File: config.mk
export PLATFORM = sky130hd
export DESIGN_NAME = result_packer
export DESIGN_NICKNAME = d
export VERILOG_FILES = /design/src/rtl/result_packer_pkg.sv /design/src/rtl/result_packer_valid_delay_line.sv /design/src/rtl/result_packer.sv
export SDC_FILE = /design/constraint.sdc
export NUM_CORES = 2
export LEC_CHECK = 0
export BUFFER_PORTS_ARGS = -buffer_cell sky130_fd_sc_hd__buf_2
export CELL_PAD_IN_SITES_DETAIL_PLACEMENT = 0
export CELL_PAD_IN_SITES_GLOBAL_PLACEMENT = 1
export CORE_AREA = 2 2 324 326
export CTS_CLUSTER_DIAMETER = 80
export DETAILED_ROUTE_END_ITERATION = 10
export DIE_AREA = 0 0 326 328
export PLACE_DENSITY = 0.73
export SYNTH_ARGS = -nofsm -noshare
export SYNTH_HDL_FRONTEND = slang
export SYNTH_SLANG_ARGS = --single-unit
File: constraint.sdc
create_clock -name clk -period 23 [get_ports clk]
set_input_delay 0 -clock clk [delete_from_list [all_inputs] [get_ports clk]]
set_output_delay 0 -clock clk [all_outputs]
set_load 0.1 [all_outputs]
File: src/rtl/result_packer_pkg.sv
// result_packer_pkg: shared types and sizing helpers for the result packer
package result_packer_pkg;
  typedef enum logic [1:0] {IDLE, COLLECT, HOLD} state_t;
  localparam int DEF_DATA_W = 8;
  localparam int DEF_NUM = 100;
  localparam int DEF_CW = $clog2(DEF_NUM + 1);
  function automatic int cnt_w(input int n);
    return $clog2(n + 1);
  endfunction
endpackage

File: src/rtl/result_packer_valid_delay_line.sv
// valid_delay_line: delays the issue strobe so it lines up with the adder result
module valid_delay_line #(
  parameter int LAT = 1
) (
  input  logic clk,
  input  logic reset,
  input  logic d,
  output logic q
);
  if (LAT == 0) begin : g_pass
    assign q = d;
  end else begin : g_pipe
    logic [LAT-1:0] sr;
    // shift the strobe through LAT flops, oldest at the MSB
    always_ff @(posedge clk or posedge reset)
      if (reset) sr <= '0;
      else sr <= LAT'({sr, d});
    assign q = sr[LAT-1];
  end
endmodule

File: src/rtl/result_packer.sv
// result_packer: packs NUM aligned adder results LSB-first into one handshaked word
module result_packer
  import result_packer_pkg::*;
#(
  parameter int NUM = DEF_NUM,
  parameter int DATA_W = DEF_DATA_W,
  parameter int RES_WIDTH = NUM * DATA_W,
  parameter int ALIGN_LAT = 1
) (
  input  logic                    clk,
  input  logic                    reset,
  input  logic                    start,
  input  logic                    in_valid,
  input  logic [DATA_W-1:0]       in_data,
  output logic [RES_WIDTH-1:0]    out_data,
  output logic                    out_valid,
  input  logic                    out_ready,
  output logic                    busy,
  output logic [cnt_w(NUM)-1:0]   count,
  output logic                    dropped
);
  localparam int CW = cnt_w(NUM);
  state_t state, state_nx;
  logic cap_v, last, arm;
  valid_delay_line #(.LAT(ALIGN_LAT)) u_dly (
    .clk  (clk),
    .reset(reset),
    .d    (in_valid),
    .q    (cap_v)
  );
  assign last = cap_v && count == CW'(NUM - 1);
  assign arm = start && (state == IDLE || (state == HOLD && out_ready));
  // state register
  always_ff @(posedge clk or posedge reset)
    if (reset) state <= IDLE;
    else state <= state_nx;
  // next state: start arms from IDLE or from a completing handshake
  always_comb
    state_nx = state == IDLE    ? (start ? COLLECT : IDLE) :
               state == COLLECT ? (last ? HOLD : COLLECT) :
               out_ready        ? (start ? COLLECT : IDLE) : HOLD;
  // status outputs decoded from state
  always_comb begin
    busy = state == COLLECT;
    out_valid = state == HOLD;
  end
  // capture into the next free slot; stray captures only raise the sticky flag
  always_ff @(posedge clk or posedge reset)
    if (reset) begin
      out_data <= '0;
      count <= '0;
      dropped <= 1'b0;
    end else begin
      if (arm) begin
        out_data <= '0;
        count <= '0;
      end else if (state == COLLECT && cap_v) begin
        out_data[count*DATA_W +: DATA_W] <= in_data;
        count <= count + CW'(1);
      end else if (state == HOLD && out_ready) begin
        count <= '0;
      end
      if (cap_v && state != COLLECT) dropped <= 1'b1;
      else if (arm) dropped <= 1'b0;
    end
endmodule

# Word-level counts from Yosys, hierarchy flattened
# Index checks and enable logic that the tools add are counted.
[word_totals]
out_inout_bits = 810
ff_bits = 811
inputBits = 13
[classes]
n_shift = 2
eq_ne = 4
reduce_logical = 10
add_sub_neg = 2
mux = 13
[ops]
columns = ["op", "count"]
rows = [
  ["$mux W800", 2],
  ["$bwmux W800", 1],
  ["$shift A8 B34 Y800 const A", 1],
  ["$shiftx A8 B34 Y800", 1],
  ["$neg A10 Y34", 1],
  ["$mux W7", 3],
  ["$mux W2", 4],
  ["$add A7 B1 Y7 const B", 1],
  ["$eq A7 B7 Y1 const B", 1],
  ["$logic_and A1 B1 Y1", 5],
  ["$reduce_bool A2 Y1", 2],
  ["$mux W1", 3],
  ["$reduce_bool A3 Y1", 1],
  ["$eq A2 B1 Y1 const B", 1],
  ["$eq A2 B2 Y1 const B", 1],
  ["$logic_not A2 Y1", 1],
  ["$ne A2 B1 Y1 const B", 1],
  ["$logic_or A1 B1 Y1", 1],
]

# Depth between registers and ports, before layout
[logic_depth]
depth_word = 6
ltp_mapped = 17
ltp_nobuf = 10

# Modules after synthesis
# From an unflattened synthesis, not the netlist that was laid out.
[hier_totals]
hier_cells = 2717
hier_area_um2 = 32829.0
[by_module_without_submodules]
columns = ["module", "cells_each", "seq_area_each_um2", "n_inst", "area_per_inst_um2"]
rows = [
  ["result_packer", 2715, 20269.4, 1, 32800.2],
  ["valid_delay_line", 2, 25.0, 1, 28.8],
]

# Worst setup path after synthesis
# OpenSTA, ideal clock, no wires.
[synth_path]
path_kind = "register to register"
start = "register count[0]"
end = "register out_data[321]"
slack_ns = 18.607
t_required_ns = 22.860
synth_period_minus_slack_ns = 4.393
path_stages_with_launch = 18
path_buffers = 7
arrival_time_ns = 4.254
cell_sequence = "dfrtp_1 -> buf_2 -> buf_2 -> inv_2 -> ha_1 -> buf_2 -> nand2b_1 -> nor4_1 -> ha_1 -> buf_2 -> clkinv_1 -> nor2_1 -> o21ai_0 -> clkbuf_1 -> clkbuf_1 -> clkbuf_1 -> o311ai_0 -> o41ai_1"
[synth_via]
elab_chain_len = 5
elab_cells_between_ends = 6
cone_classes = "add/sub: 1; shift: 2; mux: 3"
[synth_rtl]
columns = ["item", "line", "rtl"]
rows = [
  ["start, declared", "result_packer.sv:19", "output logic [cnt_w(NUM)-1:0] count,"],
  ["start signal, assigned", "result_packer.sv:59", "count <= count + CW'(1);"],
  ["$neg A10 Y34 *", "result_packer.sv:58", "out_data[count*DATA_W +: DATA_W] <= in_data;"],
  ["$shiftx A8 B34 Y800 / $shift A8 B34 Y800 (equally long branches)", "result_packer.sv:58", ""],
  ["$bwmux W800 *", "result_packer.sv:58", ""],
  ["$mux W800 *", "result_packer.sv:57", "end else if (state == COLLECT && cap_v) begin"],
  ["$mux W800 *", "result_packer.sv:54", "if (arm) begin"],
  ["end signal, assigned by index", "result_packer.sv:58", ""],
  ["end, declared", "result_packer.sv:15", "output logic [RES_WIDTH-1:0] out_data,"],
]
# Mark *: on every way between the ends. The rest lies on a longest branch, timed or not. The select of a mux whose other input is x is not followed.
# A chain may end at the register's enable or synchronous reset.

# Worst setup path in the final report
[layout_path]
start = "register count[0]"
end = "register out_data[318]"
# The elaborated chain is that of the path after synthesis.

==> reports/qor.csv <==
metric,value,unit
status,completed,
startpoint_type,flip-flop,
arrival,5650,ps
n_fill_cell,10000,
busiest_layer,met2,
r2r_slack,17880,ps
place_congestion,0.875,
grt_max_degree,216,
wirelength,151000,um
synth-async-reset-ratio,100,%
synth_cell_type_count,64,
grt_usage,27.1,%
path_buf_inv,4,
use_met1,37.7,%
dp.cells,4758,
synth_area_leaders,"dfrtp_1 (62%), a22o_1 (9.4%), mux2i_1 (3.4%)",
synth_edf_count,0,
final_cells,4945,
syn_to_final_growth,28.1,%
rsz0062_at_grt,false,
cts_buffers,91,
ant_nets,0,
grt_pass1_vias,27000,
synth_top_cell_by_area,dfrtp_1,
die-area,0.107,mm2
chipHeight,328,um
drv_slew,0,
relSlewSlack,2.46,%
synth_area,0.0327,mm2
vdd_drop_max,71.7,uV
critical-path-top-delay-family,simple AND/OR/NAND/NOR gates,
critPathKind,reg -> reg,
drtPass1Iterations,5,
fin_setup_tns,0,ps
ctsLongestPathBuffers,3,
finClkSkew,27.4,ps
p_leak,21.4,nW
synth_top_area_share,62.0,%
regArea,0.0203,mm2
synth_fp_nets,2725,
start_util,31.7,%
synthCells,2709,
drive_above_1_share,31.8,%
clock_latency,680,ps
max_freq,195,MHz
post_cts_buffers,0,
cts_sinks,811,
syn_avg_cell_area,12.1,um2
timing.final.crit_share,22.2,%
hold_class,in -> async,
wl_per_cell,30.5,um
rows,118,
cpPeakStageDelay,760,ps
h-tree-depth,3,
root_buffer,clkbuf_16,
multi_input_area,0.0117,mm2
end_kind,flip-flop,
hold_viol_final,0,
cellPowerDensity,113,mW/mm2
min_period,5120,ps
cp_data_required_time,23540,ps
critPathSlowestCell,dfrtp_1,
ys_top_cells_by_count,"dfrtp_1 (811), a22o_1 (350), nand2_1 (218), clkbuf_1 (207), a21oi_1 (161)",
place_hpwl,106000,um
grt_use_met3,5.72,%
viasPerCell,5.79,
core,0.103,mm2
grt_pass1_wl,211000,um
path_clk_slew,60,ps
numPortBuffers,822,
num_vias,28700,
cts_tree,done,
worst_slack,17880,ps
ys_ff_latch,811,
drc_errors,0,
path_cells,inv_2 > ha_1 > nand2b_1 > nor4_1 > ha_1 > clkinv_1 > nor2_1 > o21ai_4 > buf_4 > buf_4 > or3_1 > o41ai_1,
antenna_found_initial,11,
ys_warn_count,0,
nNetsFinal,3501,
use_met2,40.7,%
drtIter0Drc,2917,
maxCapViolCount,0,
yosysMostFrequentCell,dfrtp_1,
setup_viol,0,
tightest_slew,1450,ps
ios,823,
pre_cts_ws,18070,ps
die_w,326,um
critPathMaxFanout,52,
ys.flop_type,dfrtp_1,
overflow,0,
yosysSeqAreaShare,62.0,%
## layout by cell type (no fill, tap or decap), drive strengths merged, types with 24 or more instances in the layout
master / netlist / final
mux2i: 111 / 111
or3: 34 / 34
a21oi: 161 / 161
buf: 22 / 898
nand2: 223 / 223
o41ai: 66 / 66
nor4: 35 / 35
a31o: 24 / 24
dfrtp: 811 / 811
or4: 95 / 95
nand3: 47 / 47
nor3: 28 / 28
clkbuf: 207 / 126
nor2: 72 / 72
a22o: 350 / 350
o2bb2ai: 104 / 104
o211ai: 37 / 37
o21ai: 136 / 136
## worst paths after layout
check / start / to / depth (start not counted)
worst max-delay path: count[0] / out_data[318] / 12
worst min-delay path: reset / out_data[89] / 3
worst max register to register: count[0] / out_data[318] / 12
worst min register to register: out_data[75] / out_data[75] / 1
max in group asynchronous: reset / out_data[170] / 7
min in group clk: out_ready / state[1] / 4
## layer usage
layer | wire length (um) | vias up | share of wire [%]
met5 | 85 | - | 0.056
met4 | 6960 | 14 | 4.6
met3 | 11700 | 299 | 7.8
met2 | 68400 | 1458 | 45
met1 | 63800 | 14900 | 42
li1 | - | 12000 | -
## stage by stage
stage               hold WS (ps)  power [mW]  util (%)  instance area (um2)
floorplan                   31.4        2.71         -                32700
global placement             111        3.17      37.3                38500
detailed placement           110        3.18      37.3                38500
CTS                         77.6        4.76      40.6                41900
global route                 144        4.88      40.6                41900
finish                      66.5        4.74      40.6                41900
## state kept, by name, indices dropped and copies added, names as in the netlist
signal,count
dropped,1
out_data,800
state,2
u_dly.q,1
count,7
## layout make-up
type	instances	share of cell area (%)
well taps	1380	4.12
repair buffers	912	11.6
multi-input cells	1660	28.0
clock inverters	42	1.52
clock buffers	126	6.27
diodes	5	0.0298
flip-flops and latches	811	48.4
inverters	9	0.0985
## worst min-delay path, cell delays in order
cell and delay (ps):
dlygate4sd3_1 540, buf_2 150, inv_8 600
## timing repair
action                    in CTS  in global routing
hold endpoints to repair     157                  0
hold buffers                  14                  0
gates resized for setup        0                  0
## where the power goes
| part | internal [mW] | switching (mW) | leakage, nW |
|---|---|---|---|
| Clock | 0.943 | 0.641 | 1.60 |
| Combinational | 0.219 | 1.35 | 8.52 |
| Sequential | 1.52 | 0.0704 | 11.2 |
## logic make-up (layout without fill, tap and decap cells)
kind of cell,Yosys count,after routing,share of synthesized area [%]
xor gates and xnor gates,4,4,0.107
adders and majority gates,3,3,0.115
DFF,811,811,62.0
and+or+nand+nor,568,568,8.99
buffers and inverters,238,1089,2.79
AOI/OAI and AO/OA,972,972,22.5
other,0,5,0
muxes,113,113,3.46
Note: power is estimated with default switching activity, not from simulation.
